### src/rtl/shared_net_arbiter_pkg.sv
// Shared definitions for the shared-net arbiter: FSM state encoding,
// the default idle level of the net and the width helpers.
package shared_net_arbiter_pkg;

    typedef enum logic [1:0] {
        ST_IDLE  = 2'd0,
        ST_GRANT = 2'd1,
        ST_TURN  = 2'd2
    } state_t;

    localparam logic IDLE_LEVEL_DEFAULT = 1'b0;

    // Width of a requester index.
    function automatic int id_width(input int n_req);
        return (n_req > 1) ? $clog2(n_req) : 1;
    endfunction

    // Width of a counter that must hold values 0..max_hold without wrapping.
    function automatic int hold_width(input int max_hold);
        return $clog2(max_hold + 1);
    endfunction

endpackage

### src/rtl/shared_net_arbiter_rr_priority_pick.sv
// Combinational round-robin winner search: starts one past the last owner
// and returns the first requester found while moving upward (modulo N_REQ).
module rr_priority_pick
    import shared_net_arbiter_pkg::*;
#(
    parameter int N_REQ = 4
) (
    input  logic [N_REQ-1:0]           req,
    input  logic [id_width(N_REQ)-1:0] last_owner,
    output logic [id_width(N_REQ)-1:0] winner,
    output logic                       found
);

    localparam int ID_W = id_width(N_REQ);

    always_comb begin
        // NOTE: every output gets a default before the search loop so no
        // path through the block leaves a value unassigned (no latch).
        winner = '0;
        found  = 1'b0;
        for (int off = 1; off <= N_REQ; off++) begin
            int cand;
            cand = (int'(last_owner) + off) % N_REQ;
            if (!found && req[ID_W'(cand)]) begin
                found  = 1'b1;
                winner = ID_W'(cand);
            end
        end
    end

endmodule

### src/rtl/shared_net_arbiter.sv
// Round-robin owner of a single shared net: one registered driver at a time,
// bounded hold time and a one-cycle undriven turnaround between owners.
module shared_net_arbiter
    import shared_net_arbiter_pkg::*;
#(
    parameter int   N_REQ      = 4,
    parameter int   MAX_HOLD   = 8,
    parameter logic IDLE_LEVEL = IDLE_LEVEL_DEFAULT
) (
    input  logic                       clk,
    input  logic                       rst_n,
    input  logic [N_REQ-1:0]           req,
    input  logic [N_REQ-1:0]           din,
    output logic [N_REQ-1:0]           gnt,
    output logic [id_width(N_REQ)-1:0] owner_id,
    output logic                       busy,
    output logic                       shared_net
);

    localparam int ID_W   = id_width(N_REQ);
    localparam int HOLD_W = hold_width(MAX_HOLD);
    localparam logic [HOLD_W-1:0] HOLD_MAX = HOLD_W'(MAX_HOLD);

    state_t            state;
    logic [ID_W-1:0]   last_owner;
    logic [HOLD_W-1:0] hold_cnt;
    logic [ID_W-1:0]   winner;
    logic              found;
    logic              release_now;

    rr_priority_pick #(
        .N_REQ (N_REQ)
    ) u_pick (
        .req        (req),
        .last_owner (last_owner),
        .winner     (winner),
        .found      (found)
    );

    // The owner leaves when it stops asking or when its hold budget is spent.
    assign release_now = !req[owner_id] || (hold_cnt == HOLD_MAX);

    // NOTE: state and output registers use non-blocking assignments so every
    // register samples the pre-edge values of the others.
    always_ff @(posedge clk) begin
        if (!rst_n) begin
            state      <= ST_IDLE;
            gnt        <= '0;
            busy       <= 1'b0;
            owner_id   <= '0;
            last_owner <= ID_W'(N_REQ - 1);
            hold_cnt   <= '0;
            shared_net <= IDLE_LEVEL;
        end else begin
            case (state)
                // Arbitration happens both from IDLE and during the turnaround.
                ST_IDLE, ST_TURN: begin
                    shared_net <= IDLE_LEVEL;
                    if (found) begin
                        state      <= ST_GRANT;
                        gnt        <= N_REQ'(1) << winner;
                        busy       <= 1'b1;
                        owner_id   <= winner;
                        last_owner <= winner;
                        hold_cnt   <= HOLD_W'(1);
                    end else begin
                        state <= ST_IDLE;
                        gnt   <= '0;
                        busy  <= 1'b0;
                    end
                end

                ST_GRANT: begin
                    if (release_now) begin
                        state      <= ST_TURN;
                        gnt        <= '0;
                        busy       <= 1'b0;
                        shared_net <= IDLE_LEVEL;
                    end else begin
                        shared_net <= din[owner_id];
                        if (hold_cnt < HOLD_MAX) begin
                            hold_cnt <= hold_cnt + HOLD_W'(1);
                        end
                    end
                end

                default: begin
                    state      <= ST_IDLE;
                    gnt        <= '0;
                    busy       <= 1'b0;
                    shared_net <= IDLE_LEVEL;
                end
            endcase
        end
    end

endmodule

### config.mk
export PLATFORM = sky130hd
export DESIGN_NAME = shared_net_arbiter
export DESIGN_NICKNAME = d
export VERILOG_FILES = /design/src/rtl/shared_net_arbiter_pkg.sv /design/src/rtl/shared_net_arbiter_rr_priority_pick.sv /design/src/rtl/shared_net_arbiter.sv
export SDC_FILE = /design/constraint.sdc
export NUM_CORES = 1
export LEC_CHECK = 0
export CAP_MARGIN = 20
export CORE_MARGIN = 2
export CORE_UTILIZATION = 47
export CTS_CLUSTER_DIAMETER = 80
export DETAILED_ROUTE_END_ITERATION = 16
export GPL_TIMING_DRIVEN = 0
export PLACE_DENSITY = 0.76
export SYNTH_ARGS = -nofsm -noshare
export SYNTH_HDL_FRONTEND = slang
export SYNTH_SLANG_ARGS = --single-unit
### constraint.sdc
create_clock -name clk -period 2 [get_ports clk]
set_input_delay 0.2 -clock clk [delete_from_list [all_inputs] [get_ports clk]]
set_output_delay 0.2 -clock clk [all_outputs]
set_load 0.02 [all_outputs]
# Word-level counts from Yosys, hierarchy flattened
# Index checks and enable logic that the tools add are counted.
# word_totals
out_inout_bits	8
in_bits	10
ff_bits	16
# op_classes
n_shift	1
reduce_logical	14
n_mux	37
bitwise	2
add_sub_neg	5
eq_ne	7
magnitude_cmp	6
# ops
op	n
4-bit 2-to-1 mux	5
1-bit 2-to-1 mux	17
2-bit by 4-bit < comparator with 1-bit output, second input constant	4
4-bit case mux with 2 select lines	2
1-bit binary-select mux with 2-bit select	6
2-bit 2-to-1 mux	5
2-bit inequality test, second input constant	4
2-bit by 1-bit adder with 2-bit output, second input constant	2
2-bit adder, second input constant	2
4-bit by 1-bit adder with 4-bit output, second input constant	1
4-bit equality test, second input constant	1
1-bit zero test	4
4-bit < comparator, second input constant	1
2-bit case mux with 2 select lines	1
4-bit AND reduction	1
1-bit by 2-bit << shifter with 4-bit output, first input constant	1
1-bit logical AND	3
2-bit by 3-bit < comparator with 1-bit output, second input constant	1
3-bit OR reduction	1
2-bit by 1-bit equality test with 1-bit output, second input constant	1
2-bit equality test, second input constant	1
2-bit zero test	1
1-bit inverter	2
1-bit case mux with 2 select lines	1
other kinds (4)	4

# Depth between registers and ports, before layout
# Gate-level depths: netlist (run 1).
# logic_depth
word_depth	17
mapped_depth	7
depth_no_buf	6

# Modules after synthesis
# A second synthesis (run 1) with hierarchy kept.
# hier_totals
hier_cells	89
hier_area_um2	790.8
# by_module_without_submodules
module	seq_area_each_um2	area_each_um2	cells_each	instances
shared_net_arbiter	320.3	699.4	75	1
rr_priority_pick	0.0	91.3	14	1

# Least setup slack after synthesis (run 1)
# No wires, ideal clock.
# synth_path
path_type	register to register
from	register owner_id[1]
to	register gnt[0]
setup_ps	117
slack_ps	354
t_required_ps	1883
stages_incl_launch_ff	5
arrival_time_ps	1529
cell_sequence	dfxtp_1 > mux4_2 > and4_4 > buf_6 > a22o_1
# synth_between
elab_chain_len	5
# synth_lines
item	line	text
from (decl)	shared_net_arbiter.sv:15	output logic [id_width(N_REQ)-1:0] owner_id,
from (signal assigned)	shared_net_arbiter.sv:63	owner_id <= winner;
1-bit binary-select mux with 2-bit select	shared_net_arbiter.sv:41	assign release_now = !req[owner_id] || (hold_cnt == HOLD_MAX);
1-bit 2-to-1 mux (not written as such)	shared_net_arbiter.sv:41	
1-bit zero test	shared_net_arbiter.sv:41	
1-bit logical OR	shared_net_arbiter.sv:41	
2-bit inequality test (no source line)	--	
to (signal assigned)	shared_net_arbiter.sv:61	gnt <= N_REQ'(1) << winner;
to (decl)	shared_net_arbiter.sv:14	output logic [N_REQ-1:0] gnt,
# No other way between the ends. The select of a mux whose other input is x is not followed.
# A chain may end at the register's enable or synchronous reset.

# Final worst setup path (run 1)
# Ends and elaborated chain as after synthesis.

==> results of run 1 <==
-- worst max-delay path by stage --
stage | startpoint | to | slack, ns | cells past startpoint
2_1_floorplan | owner_id[1] | gnt[0] | 0.35 | 4
5_1_grt | req[1] | gnt[2] | 0.28 | 5
6_report | owner_id[1] | gnt[0] | 0.39 | 4
3_3_place_gp | req[3] | gnt[0] | 0.12 | 5
4_1_cts | owner_id[1] | gnt[0] | 0.38 | 4
3_5_place_dp | req[1] | gnt[0] | 0.11 | 5
-- logic make-up after synthesis --
group	count (synthesis)
AOI/OAI and AO/OA	22
xor gates and xnor gates	1
adders and majority gates	2
buffers and inverters	6
DFF	16
muxes	3
and+or+nand+nor	34
-- synthesized netlist by cell type --
master	count
a21boi_0	2
a21o_1	3
a21oi_1	4
a22o_1	1
a22oi_1	1
a31oi_1	2
a41oi_1	1
and2_1	2
and4_4	1
buf_2	1
buf_6	1
clkbuf_1	1
dfxtp_1	16
ha_1	2
inv_1	3
mux2i_1	1
mux4_1	1
mux4_2	1
nand2_1	15
nand2b_1	2
nand3_1	4
nand3b_1	2
nor2_1	4
nor2b_1	1
nor3b_1	3
o211a_1	1
o21ai_0	3
o21ba_2	1
o22ai_1	1
o31ai_1	2
xor2_1	1
-- cell usage in the layout, fill, tap and decap left out, types with 2 or more instances in the layout --
cell type	instances
clkdlybuf4s50_1	17
dfxtp_1	16
nand2_1	15
nor2_1	4
a21oi_1	4
nand3_1	4
inv_1	3
a21o_1	3
nor3b_1	3
o21ai_0	3
clkbuf_4	3
nand2b_1	2
nand3b_1	2
a31oi_1	2
o31ai_1	2
and2_1	2
a21boi_0	2
ha_1	2
-- cell type report --
cell class,count,area (µm²),share of cell area [%]
tap,16,20.0,2.02
multi-input combinational,62,415,41.8
buffer,3,20.0,2.02
timing repair buffer,17,170,17.1
inverter,3,11.3,1.13
sequential,16,320,32.2
clock buffer,4,36.3,3.65
-- registers in the layout, summed over array words and instances (netlist names) --
register    cells
gnt             4
hold_cnt        4
last_owner      2
owner_id        2
state           2
busy            1
shared_net      1
-- power by group through the flow --
stage	logic [mW]	registers (mW)	clock network, mW
global placement	0.232	0.389	0
global route	0.256	0.391	0.234
floorplan	0.128	0.407	0
detailed placement	0.234	0.392	0
finish	0.237	0.385	0.223
CTS	0.237	0.385	0.222
-- routing by layer --
layer  wire [µm]  track usage (%)
met4          44             12.1
met5           0                0
met3          93             3.67
met2         796             31.8
met1         787             24.9
-- worst max-delay path, stage by stage (launching register included) --
cell	delay, ns
dfxtp_1	0.41
mux4_2	0.58
and4_4	0.21
buf_6	0.13
a22o_1	0.18
-- metrics by stage --
step	instance area (µm²)	std cells	util [%]
2_1_floorplan	767	84	-
3_3_place_gp	957	117	62.8
3_5_place_dp	957	117	62.8
4_1_cts	993	121	65.2
5_1_grt	993	121	65.2
6_report	993	121	65.2
==> results.json, run 1 <==
{
  "hold_violations": 0,
  "drtPass1Iterations": 4,
  "vias_per_cell": 5.83,
  "final.setup_skew_ns": 0.0143,
  "whs_ns": 0.452,
  "coreArea_um2": 1520,
  "synth_top_cell_area_share_pct": 41.8,
  "nets": 118,
  "rr_worst_depth": 4,
  "synth_mux_area_share_pct": 7.67,
  "grt_first_pass_wirelength_um": 2840,
  "p_sw_uw": 264,
  "cp_max_fo": 7,
  "setup_violations": 0,
  "fmax_mhz": 622,
  "synth_top_family_by_area": "simple AND/OR/NAND/NOR gates",
  "wl_per_cell_um": 14.2,
  "fp.dieH_um": 44.4,
  "holdPathStages": 2,
  "clockBufferDepth": 2,
  "layout-drive-gt1-share_pct": 8.57,
  "grt_max_degree": 11,
  "seqPwrFrac_pct": 45.5,
  "crit_type": "register to register",
  "dpl_worst_slack_ns": 0.111,
  "yosysUniqueCellTypes": 31,
  "synth_xor_area_share_pct": 1.14,
  "tightestPinTransition_ns": 0.559,
  "synthSimpleGateAreaFrac_pct": 22.3,
  "dieArea_um2": 1970,
  "cts_tree": "yes",
  "syn2layout_area_growth_pct": 29.5,
  "fin_crit_ns": 1.61,
  "ys_ff_latch": 16,
  "numCtsBuffers": 3,
  "ys_seq_area_share_pct": 41.8,
  "fin_ws_ns": 0.393,
  "dr_total_vias": 705,
  "clk_pin_slew_ns": 0.11,
  "gp_routability_congestion": 0.823,
  "power_density_nw_per_um2": 850,
  "netlist_instances": 84,
  "htree_levels": 1,
  "holdCritStartpoint": "busy",
  "ctsHoldBuffers": 0,
  "num-fill-cells": 138,
  "drt-total-wl_um": 1720,
  "antenna_cells": 0,
  "fin_crit_sh_pct": 80.4,
  "drv_slew": 0,
  "r2r-start": "owner_id[1]",
  "intPower_uw": 581,
  "grt_pass1_vias": 668,
  "start_util_pct": 50.3,
  "netSwitchingFraction_pct": 31.2,
  "hold_path_class": "register to register",
  "antenna_found_initial": 0,
  "drc": 0,
  "p_comb_share_pct": 28.1,
  "grt.total_usage_pct": 19.9,
  "max_slew_margin_pct": 62.7,
  "netlist_area_um2": 767,
  "root_buffer": "clkbuf_4",
  "rows": 14,
  "hpwlAfterDp_um": 1240,
  "regToRegSetupSlack_ns": 0.39,
  "synth_area_leader_cell": "dfxtp_1",
  "p_leak_nw": 0.398,
  "arrival_ns": 1.79,
  "yosys.area_share.adder_pct": 3.26,
  "finalPower_uw": 845,
  "max-cap-violations": 0,
  "syn_nets": 96,
  "ant_nets": 0,
  "clk_latency_ns": 0.30,
  "synth_compound_area_share_pct": 19.7,
  "postCtsSetupBuffers": 0,
  "vdd_ir_drop_max_uv": 500,
  "ios": 18,
  "synthTopCellsByArea": "dfxtp_1 42%, nand2_1 7.3%, mux4_1 3.4%",
  "cts_sinks": 16,
  "setup_tns_ns": 0,
  "rsz0062_at_grt": "no",
  "die_x_um": 44.4,
  "cp.required_ns": 2.19,
  "drtIter0Drc": 18,
  "cts_resized": 0,
  "grt_overflow": 0,
  "outcome": "complete, no violations",
  "end_kind": "register",
  "io_buffers": 17,
  "min_to": "busy",
  "start_kind": "register",
  "p_clk_share_pct": 26.4,
  "synth.avg_cell_area_um2": 9.13,
  "r2r-end": "gnt[0]",
  "synth_warnings": 0
}
(Power assumes the default switching activity.)
==> inputs of run 2 (changes only) <==
==> constraint.sdc (replaced) <==
create_clock -name clk -period 1.5 [get_ports clk]
set_input_delay 0.15 -clock clk [delete_from_list [all_inputs] [get_ports clk]]
set_output_delay 0.15 -clock clk [all_outputs]
set_load 0.02 [all_outputs]
==> results.json, run 2 (same netlist as run 1, synthesis figures left out) <==
{
  "seqPwrFrac_pct": 45.8,
  "cp_max_fo": 5,
  "fmax_mhz": 694,
  "drc": 0,
  "coreArea_um2": 1520,
  "netSwitchingFraction_pct": 30.6,
  "dpl_worst_slack_ns": -0.292,
  "clk_latency_ns": 0.28,
  "cp_slowest_stage_delay_ns": 0.56,
  "tightestPinTransition_ns": 0.408,
  "intPower_uw": 777,
  "antenna_cells": 0,
  "place_area_um2": 961,
  "max-cap-violations": 0,
  "die_x_um": 44.4,
  "slowest_stage": "mux4_2",
  "layout-drive-gt1-share_pct": 12.5,
  "vdd_ir_drop_max_uv": 657,
  "io_buffers": 17,
  "nets": 117,
  "end_kind": "register",
  "final_cell_mix": "15 x nand2_1, 15 x dfxtp_1, 15 x clkdlybuf4s50_1",
  "final_cell_area_um2": 1010,
  "max_slew_margin_pct": 72.8,
  "hpwlAfterDp_um": 1180,
  "grt_max_degree": 11,
  "drt-total-wl_um": 1600,
  "gp_routability_congestion": 0.854,
  "p_sw_uw": 343,
  "vias_per_cell": 5.78,
  "rows": 14,
  "fp.dieH_um": 44.4,
  "largest_registers": "gnt x4, hold_cnt x4",
  "cts_sinks": 16,
  "drv_slew": 0,
  "p_clk_share_pct": 25.7,
  "start_kind": "register",
  "finalNonFillerCells": 120,
  "cp.required_ns": 1.69,
  "rr_worst_depth": 4,
  "grt_pass1_vias": 692,
  "p_comb_share_pct": 28.5,
  "clockBufferDepth": 2,
  "clk_pin_slew_ns": 0.10,
  "root_buffer": "clkbuf_4",
  "rsz0062_at_grt": "no",
  "cts_tree": "yes",
  "fin_crit_ns": 1.44,
  "grt_first_pass_wirelength_um": 2950,
  "grt.total_usage_pct": 20.3,
  "placed_cells": 117,
  "antenna_found_initial": 0,
  "wl_per_cell_um": 13.3,
  "power_density_nw_per_um2": 1110,
  "setup_violations": 0,
  "htree_levels": 1,
  "fin_crit_sh_pct": 96.1,
  "finalPower_mw": 1.12,
  "drtIter0Drc": 12,
  "fin_ws_ns": 0.0587,
  "crit_type": "register to register",
  "ant_nets": 0,
  "outcome": "complete, no violations",
  "grt_overflow": 0,
  "numCtsBuffers": 3,
  "hold_violations": 0,
  "ios": 18,
  "holdPathStages": 4,
  "p_leak_nw": 0.419,
  "start_util_pct": 50.3,
  "arrival_ns": 1.63,
  "syn2layout_area_growth_pct": 31.8,
  "dieArea_um2": 1970,
  "final.setup_skew_ns": 0.000572,
  "dr_total_vias": 694,
  "drtPass1Iterations": 4,
  "crit_chain": "mux4_2 > and2_4 > a41oi_2 > nor2_1",
  "hold_path_class": "input port to register"
}
-- run 2: cell types whose count changed in the layout (fill, tap and decap cells not counted), sizes merged --
cell	before	now
clkdlybuf4s50	17	15
dlymetal6s2s	0	2
buf	2	1
-- run 2: final cells by class --
cell class,instances,area [µm²]
buffer,2,8.76
clock buffer,4,36.3
fill,137,513
inverter,3,11.3
multi-input combinational,62,435
sequential,16,324
tap,16,20.0
timing repair buffer,17,175
-- run 2: worst max-delay path, delay by kind of cell (launching register included) --
family	cells	cell delay (ns)
AO/OA/AOI/OAI	1	0.17
flip-flops	1	0.38
multiplexers	1	0.56
AND/OR/NAND/NOR	2	0.24
-- run 2: final timing paths --
check / endpoint / slack, ns / startpoint
max: hold_cnt[3] / 0.06 / owner_id[1]
min reg2reg: busy / 0.45 / busy
max reg2reg: hold_cnt[3] / 0.06 / owner_id[1]
min: gnt[2] / 0.41 / req[1]
-- run 2: metrics by stage --
| step | utilization (%) | hold WS [ns] | setup TNS [ns] |
|---|---|---|---|
| after floorplan | - | 0.327 | 0 |
| after global placement | 63.1 | 0.432 | -2.78 |
| after detailed placement | 63.1 | 0.435 | -3.19 |
| after CTS | 66.2 | 0.449 | 0 |
| after global routing | 66.3 | 0.495 | 0 |
| final | 66.3 | 0.407 | 0 |
-- run 2: what timing repair did --
action / CTS / global route
hold buffers: 0 / 0
pin swaps: 0 / 1
setup endpoints to repair: 3 / 10
resized for setup: 1 / 5
setup buffers: 1 / 0
-- run 2: metal layers --
metal	global-route usage, %	wire length, µm
met5	0	0
met4	9.09	14
met3	3.67	71
met2	32.1	763
met1	27.2	749
-- run 2: power by group through the flow --
stage	clock [mW]	combinational [mW]	sequential, mW
after floorplan	0	0.171	0.543
after global placement	0	0.305	0.519
after detailed placement	0	0.312	0.521
after CTS	0.290	0.324	0.512
final	0.288	0.320	0.513
after global routing	0.310	0.355	0.520
